===== config.mk =====
export PLATFORM = sky130hd
export DESIGN_NAME = run_controller
export DESIGN_NICKNAME = d
export VERILOG_FILES = /design/src/rtl/run_controller.sv
export SDC_FILE = /design/constraint.sdc
export NUM_CORES = 1
export LEC_CHECK = 0
export ABC_CLOCK_PERIOD_IN_PS = 6400
export BUFFER_PORTS_ARGS = -buffer_cell sky130_fd_sc_hd__buf_2
export CAP_MARGIN = 10
export CORE_ASPECT_RATIO = 1.4
export CORE_MARGIN = 2
export CORE_UTILIZATION = 35
export DETAILED_ROUTE_END_ITERATION = 8
export HOLD_SLACK_MARGIN = 0.03
export PLACE_DENSITY_LB_ADDON = 0.25
export SLEW_MARGIN = 20
export SYNTH_ARGS = -nofsm -noshare
export SYNTH_HDL_FRONTEND = slang
export SYNTH_SLANG_ARGS = --single-unit
export TNS_END_PERCENT = 100

===== constraint.sdc =====
create_clock -name clk -period 6.4 [get_ports clk]
set_clock_uncertainty 0.05 [all_clocks]
set_input_delay 1.6 -clock clk [delete_from_list [all_inputs] [get_ports clk]]
set_output_delay 1.6 -clock clk [all_outputs]
set_load 0.01 [all_outputs]

===== src/rtl/run_controller.sv =====
`default_nettype none
// ============================================================================
//  Module   : run_controller
//  Purpose  : Debounced run/halt/single-step sequencer for the pipelined core,
//             driving a one-cycle clock enable plus an enabled-cycle counter.
//             Optional PC breakpoint built when RUN_CTRL_BREAKPOINT_EN is defined.
//  Revision : 1.0 - initial release
// ============================================================================
module run_controller #(
    parameter int DEBOUNCE_CYCLES = 1000000,
    parameter int PC_W            = 32
) (
    input  logic            clk,
    input  logic            rst,
    input  logic            pb_run,
    input  logic            pb_step,
    input  logic [PC_W-1:0] pc,
    input  logic [PC_W-1:0] bp_addr,
    input  logic            bp_valid,
    output logic            cpu_en,
    output logic            halted,
    output logic [1:0]      state,
    output logic [31:0]     cycle_cnt
);

    localparam int CNT_W = $clog2(DEBOUNCE_CYCLES);
    localparam logic [CNT_W-1:0] c_cnt_max = CNT_W'(DEBOUNCE_CYCLES - 1);

    typedef enum logic [1:0] {
        ST_HALT  = 2'b00,
        ST_RUN   = 2'b01,
        ST_STEP  = 2'b10,
        ST_BREAK = 2'b11
    } state_t;

    state_t      r_state;
    logic [31:0] r_cycle_cnt;
    logic [1:0]  w_pb_raw;
    logic [1:0]  w_press;
    logic        w_run_press;
    logic        w_step_press;
    logic        w_bp_hit;
    logic        w_cpu_en;

    assign w_pb_raw = {pb_step, pb_run};

    // Index 0 = run button, index 1 = step button.
    for (genvar i = 0; i < 2; i++) begin : g_btn
        logic [1:0]       r_sync;
        logic [CNT_W-1:0] r_cnt;
        logic             r_level;
        logic             r_level_d;
        logic             r_press;

        always_ff @(posedge clk or posedge rst) begin
            if (rst) begin
                r_sync    <= 2'b00;
                r_cnt     <= '0;
                r_level   <= 1'b0;
                r_level_d <= 1'b0;
                r_press   <= 1'b0;
            end else begin
                r_sync    <= {r_sync[0], w_pb_raw[i]};
                r_level_d <= r_level;
                r_press   <= r_level & ~r_level_d;
                if (r_sync[1] == r_level) begin
                    r_cnt <= '0;
                end else if (r_cnt == c_cnt_max) begin
                    r_level <= r_sync[1];
                    r_cnt   <= '0;
                end else begin
                    r_cnt <= r_cnt + CNT_W'(1);
                end
            end
        end

        assign w_press[i] = r_press;
    end

    assign w_run_press  = w_press[0];
    assign w_step_press = w_press[1];

`ifdef RUN_CTRL_BREAKPOINT_EN
    // Skip flag lets the core resume from the breakpoint PC without re-hitting it.
    logic r_bp_skip;

    assign w_bp_hit = bp_valid && (pc == bp_addr) && !r_bp_skip;

    always_ff @(posedge clk or posedge rst) begin
        if (rst) begin
            r_bp_skip <= 1'b0;
        end else if (r_state == ST_BREAK && (w_run_press || w_step_press)) begin
            r_bp_skip <= 1'b1;
        end else if (!bp_valid || pc != bp_addr) begin
            r_bp_skip <= 1'b0;
        end
    end
`else
    logic w_unused_bp;

    assign w_bp_hit    = 1'b0;
    assign w_unused_bp = ^{pc, bp_addr, bp_valid};
`endif

    always_ff @(posedge clk or posedge rst) begin
        if (rst) begin
            r_state <= ST_RUN;
        end else begin
            case (r_state)
                ST_RUN: begin
                    if (w_bp_hit)         r_state <= ST_BREAK;
                    else if (w_run_press) r_state <= ST_HALT;
                end
                ST_HALT, ST_BREAK: begin
                    if (w_run_press)       r_state <= ST_RUN;
                    else if (w_step_press) r_state <= ST_STEP;
                end
                default: r_state <= ST_HALT;
            endcase
        end
    end

    assign w_cpu_en = (r_state == ST_RUN && !w_bp_hit) || (r_state == ST_STEP);

    always_ff @(posedge clk or posedge rst) begin
        if (rst) begin
            r_cycle_cnt <= 32'd0;
        end else if (w_cpu_en) begin
            r_cycle_cnt <= r_cycle_cnt + 32'd1;
        end
    end

    assign cpu_en    = w_cpu_en;
    assign halted    = (r_state == ST_HALT) || (r_state == ST_BREAK);
    assign state     = r_state;
    assign cycle_cnt = r_cycle_cnt;

endmodule
`default_nettype wire


* After elaboration in Yosys (flattened, before gate mapping)
Cells that the tools add are included.
** Cells by class
- $add $sub $neg :: 3
- Equality and inequality tests :: 9
- Multiplexer cells :: 8
- Bitwise logic cells :: 6
- Reductions and logical operators :: 7
** Operators by type and width (count)
- 20-bit two-way mux :: 4
- 20-bit by 1-bit adder with 20-bit output (second input constant) :: 2
- 20-bit equality test (second input constant) :: 2
- 32-bit by 1-bit adder with 32-bit output (second input constant) :: 1
- 2-bit two-way mux :: 3
- 2-bit AND reduction :: 3
- 2-bit equality test (second input constant) :: 2
- 1-bit NOT :: 4
- 2-bit case mux with 2 select lines :: 1
- 3-bit != test (second input constant) :: 1
- 1-bit bitwise AND :: 2
- 1-bit equality test :: 2
- 2-bit by 1-bit equality test with 1-bit output (second input constant) :: 1
- 2-bit logical NOT :: 1
- 1-bit logical OR :: 2
- 2-bit != test (second input constant) :: 1
- 2-bit OR reduction :: 1
** Word-level totals
- Register bits after elaboration :: 84
- Word-level logic and storage cells :: 45

* Logic depth before layout (Yosys ltp)
Gate-level depths: netlist (run 1).
- Depth after elaboration :: 4
- Mapped depth :: 7
- Gate-level depth less buffers :: 6

* Worst setup path after synthesis (run 1)
Ideal clock, no wire load.
- Path kind :: register -> output
- Start :: register r_state[0], in the netlist state[0]
- End :: output port cpu_en
- Arrival time :: 1026 ps
- Data required time :: 4750 ps
- Slack :: 3724 ps
- Cell stages (with the launch flop) :: 3
- Cells stage by stage :: dfstp_2 > ha_1 > inv_1
** Between the ends
- Cells in the longest elaborated chain, start to end :: 2
** Ends and longest elaborated chain
- from (decl) :: RTL line 36 : state_t r_state;
- from (signal assigned) :: RTL line 107 : r_state <= ST_RUN;
- from (signal assigned) :: RTL line 111 : if (w_bp_hit) r_state <= ST_BREAK;
- from (signal assigned) :: RTL line 112 : else if (w_run_press) r_state <= ST_HALT;
- 2-bit by 1-bit equality test with 1-bit output / 2-bit equality test (equally long branches) :: RTL line 123 : assign w_cpu_en = (r_state == ST_RUN && !w_bp_hit) || (r_state == ST_STEP);
- 1-bit logical OR (*) :: RTL line 123
- to (decl) :: RTL line 20 : output logic cpu_en,
Every way passes the cells marked *; elsewhere a longest branch is shown, timed or not.

* Worst setup path in the final report (run 1)
Same ends and word-level chain as after synthesis.

==> impl.org, run 1 <==
** STA
- The number of hold violations in the final report came to 0.
- Measured against its own limit, the worst slew margin works out to ~48%.
- Final Critical Period :: 3.11 ns
- Worst-case setup margin in the final layout :: around 3.3 ns
- Derived from the worst setup path, the maximum achievable clock frequency is 321 MHz.
- Adding up every negative setup slack in the final design gives 0 ns.
- Fin. max-slew vios :: 0
- After layout, the worst path uses a little under 50% of the clock period.
- Setup violations, final :: 0
- Worst Tran Pin Value :: a little under 0.8 ns
- Setup repair after global routing left no endpoint under its margin.

** Worst setup path
- Data arrival time of the worst path :: between 1 and 1.5 ns
- STA classifies the critical path startpoint as a flip-flop.
- The worst setup path is captured at an output port.
- In this design, the stage delay of the slowest critical-path cell is around 0.56 ns.
- The critical path in this run is classified as flip-flop to output port.
- Walking the worst path, the cells encountered are ha_1, inv_1, buf_2.
- Critical-path cell with the highest stage delay :: dfstp_2
- Data on the critical path is required at its endpoint by around 4.8 ns.
- Top fanout value on the critical path :: 6

** Final layout
- FILL cells :: ~1,100
- Relative to the synthesized area, the layout overhead comes to 17.7%.
- In the final layout, the share of cells above drive strength 1 is between 15 and 20%.
- The number of antenna diodes in the final layout is 0.
- The net count of the finished layout is between 400 and 500.

** Logic synthesis
- Flops & latches, synth :: between 80 and 90
- Syn nets :: around 440
- Synthesis warning total :: 0
- Synth top area share :: 52.8%
- Most common cell in the synthesized netlist :: dfrtp_1
- Post-synthesis cell count :: between 300 and 400
- Summed over all instances, the cell type with the most area after synthesis is dfrtp_1.
- Distinct cell type count after synthesis :: 43
- The commonest cells after synthesis are dfrtp_1 (83), nor2_1 (41), xnor2_1 (37).
- Sequential area share after synthesis :: around 54%
- Summing every instance area after synthesis gives roughly 4000 µm².
- Flip-flop cell with the highest count after synthesis :: dfrtp_1
- Counting flops with a built-in enable in the synthesized netlist gives 0.
- Ys async rst share :: 100%
- Leading cell types by total area after synthesis :: dfrtp_1 (53%), xnor2_1 (8.2%), xor2_1 (5.6%)
- Post-Syn Area per Cell :: ~11 µm²

** Route
- For this block, the routed nets add up to 7630 µm of wire.
- The final route contains 2,847 vias.
- First DRT Iteration DRCs :: about 160
- In the final routed layout, each cell accounts on average for 13.6 µm.
- Vias per std cell :: 5.08
- The detail route stage leaves a number of antenna-violating nets equal to 0.
- Drt pass-1 iters :: 5
- For this run, design rule violations remaining after detail routing come to 0.

** Power
- Switch share :: around a fifth
- Static power due to leakage :: 2.13 nW
- The internal portion of the total power is between 0.9 and 1 mW.
- Psw :: about 0.23 mW
- Combinational logic is responsible for roughly 2.0% of the overall power.
- Peak VDD IR :: ~140 µV
- Sequential cell fraction of total power :: 46.4%
- Pwr dens :: about 250 nW/µm²
- The clock network burns 51.6% of the power.

** Min path
- Hold crit path type :: flip-flop to flip-flop

** Clock network
- Number of gates given a new drive strength after cts :: 0
- Clock tree from TritonCTS :: done
- Buffer depth of the longest clock path :: 2
- Insertion delay to the later sink of the worst-skew pair :: about 0.34 ns
- Cell at the root of the clock tree :: clkbuf_16
- Count of hold-fix buffers inserted at cts :: 0
- Clock transition at the register clock pins on the worst setup and hold paths after CTS :: approximately 0.06 ns
- The H-tree was split into 3 levels.
- Clock buffers created by TritonCTS :: 9
- CTS saw 84 sinks.
- Setup bufs post-CTS :: 0

** Die
- Die extent in y :: ~130 µm
- Row generation in the floorplan step produced 45 rows.
- Standard cell core area :: between 10,000 and 15,000 µm²
- The die covers 12,100 µm².
- Initial standard-cell utilization of the core :: between 30 and 40%
- approximately 110 I/O pins were placed.
- The die is 93.6 µm wide.

** Run
- The tool flagged a number of max-cap violations equal to 0.

** Placed design
- Buffers placed on the I/O ports in this run total 39.
- Placed wire-length estimate after detailed placement :: between 5000 and 6000 µm
- The congestion estimate from routability-driven global placement came to roughly 0.77.
- Pre-CTS worst setup slack :: roughly 3.5 ns

** Global routing
- Pin count of the biggest net entering global routing :: 57
- Global route total overflow :: 0
- The number of global-route vias before repair is 2,837.
- The first global-routing pass estimated between 10,000 and 15,000 µm of wire.
- The number of antenna violations at the first check in global routing is 0.
- Total Routing Usage GR :: between 10 and 15%

** Outcome
- The run finished with clean final reports.
-- through the flow --
step | instance area [µm²] | power (mW) | hold WS, ns | utilization, % | instances
6_report | 4630 | 1.16 | 0.307 | 42.3 | 560
5_1_grt | 4630 | 1.21 | 0.317 | 42.3 | 560
4_1_cts | 4630 | 1.18 | 0.316 | 42.3 | 560
3_5_place_dp | 4280 | 0.573 | 0.296 | 39.2 | 544
3_3_place_gp | 4280 | 0.573 | 0.284 | 39.2 | 544
2_1_floorplan | 3930 | 0.565 | 0.281 | - | 370
-- metal layers --
layer / global-route usage (%) / wire [µm] / vias up
met4: 7.16 / 156 / 0
met1: 16.8 / 3400 / 1405
met3: 3.20 / 265 / 12
met5: 0 / 0 / -
met2: 22.9 / 3800 / 48
li1: - / - / 1382
-- worst paths after layout --
| kind | cells after the start | start | end | slack [ns] |
|---|---|---|---|---|
| max in group asynchronous | 3 | rst | g_btn[1].r_cnt[12]$_DFF_PP0_ | 4.00 |
| worst min register to register | 0 | g_btn[1].r_sync[0]$_DFF_PP0_ | g_btn[1].r_sync[1]$_DFF_PP0_ | 0.31 |
| worst min-delay path | 0 | g_btn[1].r_sync[0]$_DFF_PP0_ | g_btn[1].r_sync[1]$_DFF_PP0_ | 0.31 |
| worst max register to register | 5 | state[0]$_DFFE_PP1P_ | cycle_cnt[30]$_DFFE_PP0P_ | 3.82 |
| worst max-delay path | 3 | state[0]$_DFFE_PP1P_ | cpu_en | 3.29 |
| min in group asynchronous | 2 | rst | cycle_cnt[0]$_DFFE_PP0P_ | 1.21 |
-- worst max-delay path: cells and delay by family, from the launching register on --
kind | cells | cell delay (ns)
flip-flops | 1 | 0.56
adder cells (fa/ha/maj) | 1 | 0.30
buffers and inverters | 2 | 0.27
-- cells by family after synthesis --
logic type      share of synthesized area [%]
simple gates                             24.5
xor+xnor                                 13.8
compound gates                           3.50
flops                                    53.5
buf+inv                                  2.51
fa+ha+maj                                1.27
mux                                     0.859
-- area by class of cell --
cell class | count | area, µm² | share of cell area, %
Multi-Input combinational cell | 262 | 1730 | 37.4
Clock inverter | 4 | 98.8 | 2.14
Clock buffer | 12 | 246 | 5.33
Tap cell | 141 | 176 | 3.81
Timing Repair Buffer | 41 | 210 | 4.54
Sequential cell | 84 | 2100 | 45.5
Inverter | 16 | 61.3 | 1.33
-- cell usage in the layout (no fill, tap or decap), types with 15 or more instances in the layout --
cell / Yosys / final
inv_1: 16 / 15
nand3_1: 23 / 23
xnor2_1: 37 / 37
xor2_1: 25 / 25
buf_2: 4 / 39
nand4_1: 16 / 16
nand2_1: 20 / 20
dfrtp_1: 83 / 83
nor3_1: 18 / 18
nor2_1: 41 / 41
-- registers in the layout (all words and copies together) (netlist names) --
signal and flops:
state 2, cycle_cnt 32, g_btn.r_sync 4, g_btn.r_cnt 40
g_btn.r_level 2, g_btn.r_press 2, g_btn.r_level_d 2
-- power by group through the flow --
stage | logic, mW | clock network (mW) | registers, mW
floorplan | 0.0172 | 0 | 0.548
global placement | 0.0239 | 0 | 0.549
detailed placement | 0.0242 | 0 | 0.549
CTS | 0.0243 | 0.617 | 0.539
global route | 0.0272 | 0.641 | 0.540
finish | 0.0228 | 0.599 | 0.539
Power figures use the tool's default switching activity.
==> inputs of run 2 (changes only) <==
- ABC_CLOCK_PERIOD_IN_PS: 6400 -> 3100
- clock period: 6.4 -> 3.1 ns (I/O delays scaled with it)
==> impl.org, run 2 (same netlist as run 1, synthesis figures left out) <==
** Global routing
- The number of global-route vias before repair is 2,848 (was 2,837).
- Total Routing Usage GR :: 13.7% (was 13.8%)
- Pin count of the biggest net entering global routing :: 85 (was 57)
- The total congestion overflow after global routing came to 0 (unchanged).
- The first-pass GRT wire length came to 13,200 µm (was 13,300 µm).
- Initial antenna violation count :: 0 (unchanged)

** Worst setup path
- Critical-path cell with the highest stage delay :: or4_1 (was dfstp_2)
- Worst Setup Start Kind :: flip-flop (unchanged)
- The reg-to-reg critical path endpoint is cycle_cnt[25]$_DFFE_PP0P_ (was cycle_cnt[30]$_DFFE_PP0P_).
- Critical path required time :: 3.28 ns (was 4.75 ns)
- Origin of the critical flop-to-flop path :: state[0]$_DFFE_PP1P_ (unchanged)
- The path type of the worst setup path is flip-flop to flip-flop (was flip-flop to output port).
- Worst-path cell chain :: ha_1, and3b_1, nand4_4, or4_1, xnor2_1 (was ha_1, inv_1, buf_2)
- FF-to-FF setup slack :: 0.70 ns (was 3.82 ns)
- Top fanout value on the critical path :: 9 (was 6)
- The largest stage delay on the critical path is 0.60 ns (was 0.56 ns).
- The data arrival at the endpoint of the critical path is 2.58 ns (was 1.46 ns).
- Startpoint of the most critical setup path :: state[0]$_DFFE_PP1P_ (unchanged)
- The type of destination of the critical path is a flip-flop (was output port).
- Worst Reg-to-Reg Cells :: 5 (unchanged)

** Route
- The initial detailed-routing violation count was 130 (was 156).
- The routed via count came to 2,876 (was 2,847).
- The number of optimization iterations in the first detailed-route pass came to 6 (was 5).
- The post-detailed-route wirelength per cell came to 13.7 µm (was 13.6 µm).
- Count of antenna-violating nets left after detailed routing :: 0 (unchanged)
- Final wirelength :: 7710 µm (was 7630 µm)
- The vias per cell was 5.12 (was 5.08).
- Post-detailed-route DRC marker count :: 0 (unchanged)

** Clock network
- The clock transition at the registers of the reported paths was 0.07 ns (was 0.06 ns).
- The root buffer selected by CTS is clkbuf_16 (unchanged).
- The number of hold buffers added after cts came to 0 (unchanged).
- Buffer depth of the longest clock path :: 2 (unchanged)
- The TritonCTS clock tree was done (unchanged).
- The number of instances resized during post-cts repair is 0 (unchanged).
- Setup bufs post-CTS :: 0 (unchanged)
- The clock latency on the worst-skew pair was 0.34 ns (about the same).
- The number of buffers added by the clock tree synthesis step came to 9 (unchanged).
- Number of levels in the clock H-tree :: 3 (unchanged)
- Number of sinks driven by the clock tree :: 84 (unchanged)

** Final layout
- The leading cell type in the layout, fill and taps excluded was dfrtp_1 (unchanged).
- The area occupied by multi-input gates is 1730 µm² (unchanged).
- The ratio of cells with drive above 1 in the final layout came to 17.6% (was 16.7%).
- Largest register FFs :: 40 (unchanged)
- The post-layout utilization of the core was 42.3% (about the same).
- Total number of nets in the final design :: 489 (was 487)
- The number of fill cells in the layout came to 1,072 (was 1,077).
- The register bank with the most flops was g_btn.r_cnt (unchanged).
- The layout overhead on the synthesized area is 17.4% (was 17.7%).
- The number of antenna repair diodes came to 0 (unchanged).
- FF/Latch Area :: 2100 µm² (unchanged)
- Commonest cells after routing, fill and taps aside :: dfrtp_1 (83), nor2_1 (41), buf_2 (39) (unchanged)

** Placed design
- Count of buffers inserted at the top-level ports :: 39 (unchanged)
- The weighted congestion reported at the end of routability-driven placement was 0.763 (was 0.772).
- The half-perimeter wire length after detailed placement is 5330 µm (was 5190 µm).

** Die
- The initial core utilization is 36.0% (unchanged).
- Die outline area :: 12,100 µm² (unchanged)
- The number of rows created at floorplan is 45 (unchanged).
- Standard cell core area :: 10,900 µm² (unchanged)
- The floorplan die height came to 129 µm (unchanged).
- The number of top-level pins came to 105 (unchanged).
- Die width :: 93.6 µm (unchanged)

** STA
- The number of hold violations in the final report came to 0 (unchanged).
- Final Critical Period :: approximately 2.4 ns
- Summed negative setup slack over all endpoints :: 0 ns (unchanged)
- Setup violations, final :: 0 (unchanged)
- The actual slew at the worst max-slew pin was 0.775 ns (was 0.786 ns).
- Part of the cycle the worst path needs :: roughly 78%
- The final-report max-slew violation count is 0 (unchanged).
- The worst max-slew margin expressed relative to the limit was 48.4% (was 47.6%).
- Unrepaired setup endpoints after global routing: no (unchanged).
- Based on the critical path, the design can be clocked at up to between 400 and 500 MHz.

** Min path
- Hold crit path type :: flip-flop to flip-flop (unchanged)
- The cell depth of the worst min-delay path is 0 (unchanged).
- Worst hold start :: g_btn[1].r_sync[0]$_DFF_PP0_ (unchanged)
- The sink of the worst hold path is g_btn[1].r_sync[1]$_DFF_PP0_ (unchanged).

** Outcome
- Run status: completed (unchanged).

** Power
- The switching part of the total was 21.5% (was 19.6%).
- The power share of the clock group was 48.5% (was 51.6%).
- Peak VDD IR :: 281 µV (was 143 µV)
- Internal power consumption :: 1.77 mW (was 0.934 mW)
- Combinational power share :: 2.2% (was 2.0%)
- The switching power is 0.486 mW (was 0.227 mW).
- The share of total power in sequential cells was 49.4% (was 46.4%).
- Static power due to leakage :: 2.12 nW (was 2.13 nW)
- The power per unit of standard cell area is 488 nW/µm² (was 251 nW/µm²).

** Run
- The max-capacitance violation count is 0 (unchanged).
## run 2: worst max-delay path: cells and delay by family (launching register included)
kind | cells | cell delay (ns)
and+or+nand+nor | 3 | 1.24
DFF | 1 | 0.55
adders and majority gates | 1 | 0.30
xor gates and xnor gates | 1 | 0.14
## run 2: power by group through the flow
stage                     combinational (mW)  sequential, mW  clock, mW
after global routing                  0.0589            1.11       1.17
final                                 0.0491            1.11       1.09
after global placement                0.0512            1.13          0
after detailed placement              0.0523            1.13          0
after CTS                             0.0522            1.11       1.12
after floorplan                       0.0355            1.13          0
## run 2: metrics by stage
| step | hold slack [ns] | instance area [µm²] | power (mW) | cells | setup slack (ns) |
|---|---|---|---|---|---|
| floorplan | 0.281 | 3930 | 1.17 | 370 | 0.112 |
| global placement | 0.285 | 4310 | 1.18 | 546 | 0.707 |
| detailed placement | 0.290 | 4310 | 1.19 | 546 | 0.704 |
| CTS | 0.304 | 4620 | 2.29 | 562 | 0.686 |
| global route | 0.308 | 4620 | 2.34 | 562 | 0.628 |
| finish | 0.302 | 4620 | 2.26 | 562 | 0.697 |
## run 2: worst max-delay path by stage
stage	to	slack (ns)	depth (start not counted)
after floorplan	cycle_cnt[0]$_DFFE_PP0P_	0.11	1
after global placement	cycle_cnt[25]$_DFFE_PP0P_	0.71	5
after detailed placement	cycle_cnt[25]$_DFFE_PP0P_	0.70	5
after CTS	cycle_cnt[25]$_DFFE_PP0P_	0.69	5
after global routing	cycle_cnt[25]$_DFFE_PP0P_	0.63	5
final	cycle_cnt[25]$_DFFE_PP0P_	0.70	5
## run 2: layout make-up
type / count / share of cell area [%]
Inverter: 16 / 1.33
Clock buffer: 10 / 5.18
Multi-Input combinational cell: 262 / 37.5
Tap cell: 141 / 3.82
Timing Repair Buffer: 43 / 5.15
Sequential cell: 84 / 45.6
Clock inverter: 6 / 1.52
## run 2: layer usage
metal	part of all wire, %	track usage [%]
met2	52	23.6
met3	3.8	2.85
met5	0	0
met4	2.3	6.99
met1	42	16.0
==> inputs of run 3 (changes only) <==
- ABC_AREA: not set -> 1
- ABC_CLOCK_PERIOD_IN_PS: 3100 -> 2500
- clock period: 3.1 -> 2.5 ns (I/O delays scaled with it)
==> impl.org, run 3 <==
** Global routing
- Initial antenna violation count :: 0 (unchanged)
- The overall fraction of global-route tracks in use was 15.5% (was 13.7%).
- The number of global-route vias before repair was 3,876 (was 2,848).
- The first-pass GRT wire length was 17,500 µm (was 13,200 µm).
- Global route total overflow :: 0 (unchanged)
- The maximum number of pins on one net before global-route repair was 85 (unchanged).

** Worst setup path
- The critical-path maximum fanout was 9 (unchanged).
- Data arrival time of the worst path :: 1.49 ns (was 2.58 ns)
- Worst Setup Start Kind :: flip-flop (unchanged)
- The worst setup slack for register-to-register paths came to 0.49 ns (was 0.70 ns).
- Origin of the critical flop-to-flop path :: state[0]$_DFFE_PP1P_ (unchanged)
- The reg-to-reg critical path endpoint was cycle_cnt[23]$_DFFE_PP0P_ (was cycle_cnt[25]$_DFFE_PP0P_).
- The data required time at the worst endpoint was 1.82 ns (was 3.28 ns).
- The path type of the worst setup path is flip-flop to output port (was flip-flop to flip-flop).
- The type of destination of the critical path is an output port (was flip-flop).
- The depth of the worst register-to-register path is 9 (was 5).

** STA
- Fin. max-slew vios :: 0 (unchanged)
- Worst max-slew margin expressed relative to the limit :: 68.5% (was 48.4%)
- FMAX :: around 460 MHz
- Worst hold slack after final layout :: 0.297 ns (was 0.302 ns)
- The number of endpoints failing setup at the final stage came to 0 (unchanged).
- Unrepaired setup endpoints after global routing: no (unchanged).
- The setup slack of the critical path after layout was 0.330 ns (was 0.697 ns).
- The number of hold violations in the final report came to 0 (unchanged).
- Final Critical Period :: approximately 2.2 ns
- The setup TNS after final layout was 0 ns (unchanged).
- After layout, the worst path uses between 80% and 90% of the clock period.
- The actual slew at the worst max-slew pin is 0.470 ns (was 0.775 ns).

** Final layout
- Share of the core filled with cells :: 41.3% (was 42.3%)
- Commonest cells after routing, fill and taps aside: nand2_1 (156), nor2_1 (115), dfrtp_1 (83) (was dfrtp_1 (83), nor2_1 (41), buf_2 (39)).
- Post-route cell area :: 5270 µm² (was 4620 µm²)
- Final standard cell count with taps included and fillers excluded :: 806 (was 562)
- FILL cells :: 1,325 (was 1,072)
- Most flop-heavy register :: g_btn.r_cnt (unchanged)
- Most frequent standard cell in the layout excluding fill and tap cells :: nand2_1 (was dfrtp_1)
- Number of diodes :: 0 (unchanged)
- Layout Area Growth over Synthesis :: 16.2% (was 17.4%)
- The ratio of cells with drive above 1 in the final layout is 12.6% (was 17.6%).
- The number of flip-flops in the largest register is 40 (unchanged).
- Total number of nets in the final design :: 721 (was 489)

** Outcome
- Run status :: completed (unchanged)

** Clock network
- Count of hold-fix buffers inserted at cts :: 0 (unchanged)
- Setup bufs post-CTS :: 0 (unchanged)
- Insertion delay to the later sink of the worst-skew pair :: 0.34 ns (about the same)
- Number of gates given a new drive strength after cts :: 0 (unchanged)
- The maximum buffer depth of the clock tree came to 2 (unchanged).
- Number of levels in the clock H-tree :: 3 (unchanged)
- The number of buffers added by the clock tree synthesis step was 9 (unchanged).
- Clock transition at the register clock pins on the worst setup and hold paths after CTS :: 0.06 ns (was 0.07 ns)
- The TritonCTS clock tree is done (unchanged).
- Cell at the root of the clock tree :: clkbuf_16 (unchanged)
- Number of sinks driven by the clock tree :: 84 (unchanged)

** Logic synthesis
- Distinct cell type count after synthesis :: 30 (was 43)
- Flops & latches, synth :: 84 (unchanged)
- Sequential area share after synthesis :: 46.3% (was 53.5%)
- The top cell type by total area after synthesis was dfrtp_1 (unchanged).
- Post-Syn Area per Cell :: 7.58 µm² (was 10.6 µm²)
- Synth top area share :: 45.8% (was 52.8%)
- The post-synthesis instance area came to 4540 µm² (was 3930 µm²).
- Most common cell in the synthesized netlist :: nand2_1 (was dfrtp_1)
- Syn nets :: 672 (was 443)
- The prevailing post-synth register cell is dfrtp_1 (unchanged).
- Post-synthesis cell count :: 599 (was 370)
- Ys async rst share :: 100% (unchanged)
- The number of synthesized flops with an enable pin was 0 (unchanged).
- Leading cell types by total area after synthesis: dfrtp_1 (46%), nand2_1 (13%), nor2_1 (9.5%) (was dfrtp_1 (53%), xnor2_1 (8.2%), xor2_1 (5.6%)).
- Synthesis warning total :: 0 (unchanged)
- Leading cell types by count after synthesis: nand2_1 (156), nor2_1 (115), dfrtp_1 (83) (was dfrtp_1 (83), nor2_1 (41), xnor2_1 (37)).

** Route
- The initial detailed-routing violation count came to 162 (was 130).
- Drt pass-1 iters :: 4 (was 6)
- The routed via count was 3,895 (was 2,876).
- The post-detailed-route wirelength per cell is 12.5 µm (was 13.7 µm).
- The post-detailed-routing wire length was 10,100 µm (was 7710 µm).
- The remaining routing DRC violations came to 0 (unchanged).
- The number of antenna-violating nets in the routed design is 0 (unchanged).
- Vias per std cell :: 4.83 (was 5.12)

** Power
- Peak VDD IR :: 278 µV (was 281 µV)
- The leakage dissipation is 2.57 nW (was 2.12 nW).
- The power per unit of standard cell area is 555 nW/µm² (was 488 nW/µm²).
- PnR Total Power :: 2.93 mW (was 2.26 mW)

** Placed design
- The count of input and output buffers came to 39 (unchanged).
- Cell count after placement :: 790 (was 546)
- Pre-CTS worst setup slack :: 0.481 ns (was 0.704 ns)
- The weighted congestion reported at the end of routability-driven placement came to 0.890 (was 0.763).
- Post-detailed-placement cell area :: 4930 µm² (was 4310 µm²)
- The half-perimeter wire length after detailed placement came to 7500 µm (was 5330 µm).

** Die
- The area of the die was 13,900 µm² (was 12,100 µm²).
- Die extent in y :: 139 µm (was 129 µm)
- The number of top-level pins came to 105 (unchanged).
- The initial core utilization is 35.6% (was 36.0%).
- The overall die width came to 100 µm (was 93.6 µm).
- Standard cell core area :: 12,800 µm² (was 10,900 µm²)
- Placement Rows :: 49 (was 45)

** Run
- Maxcap violations :: 0 (unchanged)

** Min path
- Hold crit path type :: flip-flop to flip-flop (unchanged)
- The cell depth of the worst min-delay path was 0 (unchanged).
- Worst hold start :: g_btn[0].r_sync[0]$_DFF_PP0_ (was g_btn[1].r_sync[0]$_DFF_PP0_)
- The sink of the worst hold path was g_btn[0].r_sync[1]$_DFF_PP0_ (was g_btn[1].r_sync[1]$_DFF_PP0_).
-- run 3: per-layer routing --
metal / routed length, µm / track usage [%] / share of wire (%)
met4: 252 / 6.63 / 2.5
met1: 4160 / 17.0 / 41
met2: 5390 / 28.6 / 53
met3: 288 / 2.72 / 2.9
met5: 0 / 0 / 0
-- run 3: power by group --
group,total [mW],leakage (nW),internal [mW],switching [mW]
Combinational,0.0666,1.25,0.0167,0.0499
Clock,1.48,0.162,0.957,0.523
Sequential,1.38,1.16,1.37,0.00793
-- run 3: logic make-up (layout without fill, tap and decap cells) --
logic type	Yosys count	count (layout)	synth area share, %
compound gates	23	23	2.70
xor+xnor	34	34	6.73
fa+ha+maj	4	4	1.10
buf+inv	84	138	7.17
flops	84	84	46.3
simple gates	370	370	36.0
-- run 3: area by class of cell --
class                      count  area, µm²  area share (%)
multi-input combinational    431       2110            40.0
sequential                    84       2100            39.9
inverter                      82        314            5.96
clock buffer                  13        270            5.13
timing repair buffer          40        215            4.08
tap                          153        191            3.63
clock inverter                 3       67.6            1.28
-- run 3: worst max-delay path, stage by stage (launching register included) --
cell and delay [ns]:
dfstp_2 0.55, ha_1 0.32, inv_4 0.15, buf_2 0.14
-- run 3: how the worst max path moves through the flow --
stage,startpoint,end,slack (ns),cells past startpoint
after global routing,state[0]$_DFFE_PP1P_,cpu_en,0.27,3
after CTS,state[0]$_DFFE_PP1P_,cpu_en,0.30,3
after detailed placement,state[0]$_DFFE_PP1P_,cycle_cnt[23]$_DFFE_PP0P_,0.48,9
final,state[0]$_DFFE_PP1P_,cpu_en,0.33,3
after global placement,state[0]$_DFFE_PP1P_,cycle_cnt[23]$_DFFE_PP0P_,0.52,9
after floorplan,state[0]$_DFFE_PP1P_,cycle_cnt[23]$_DFFE_PP0P_,0.64,10
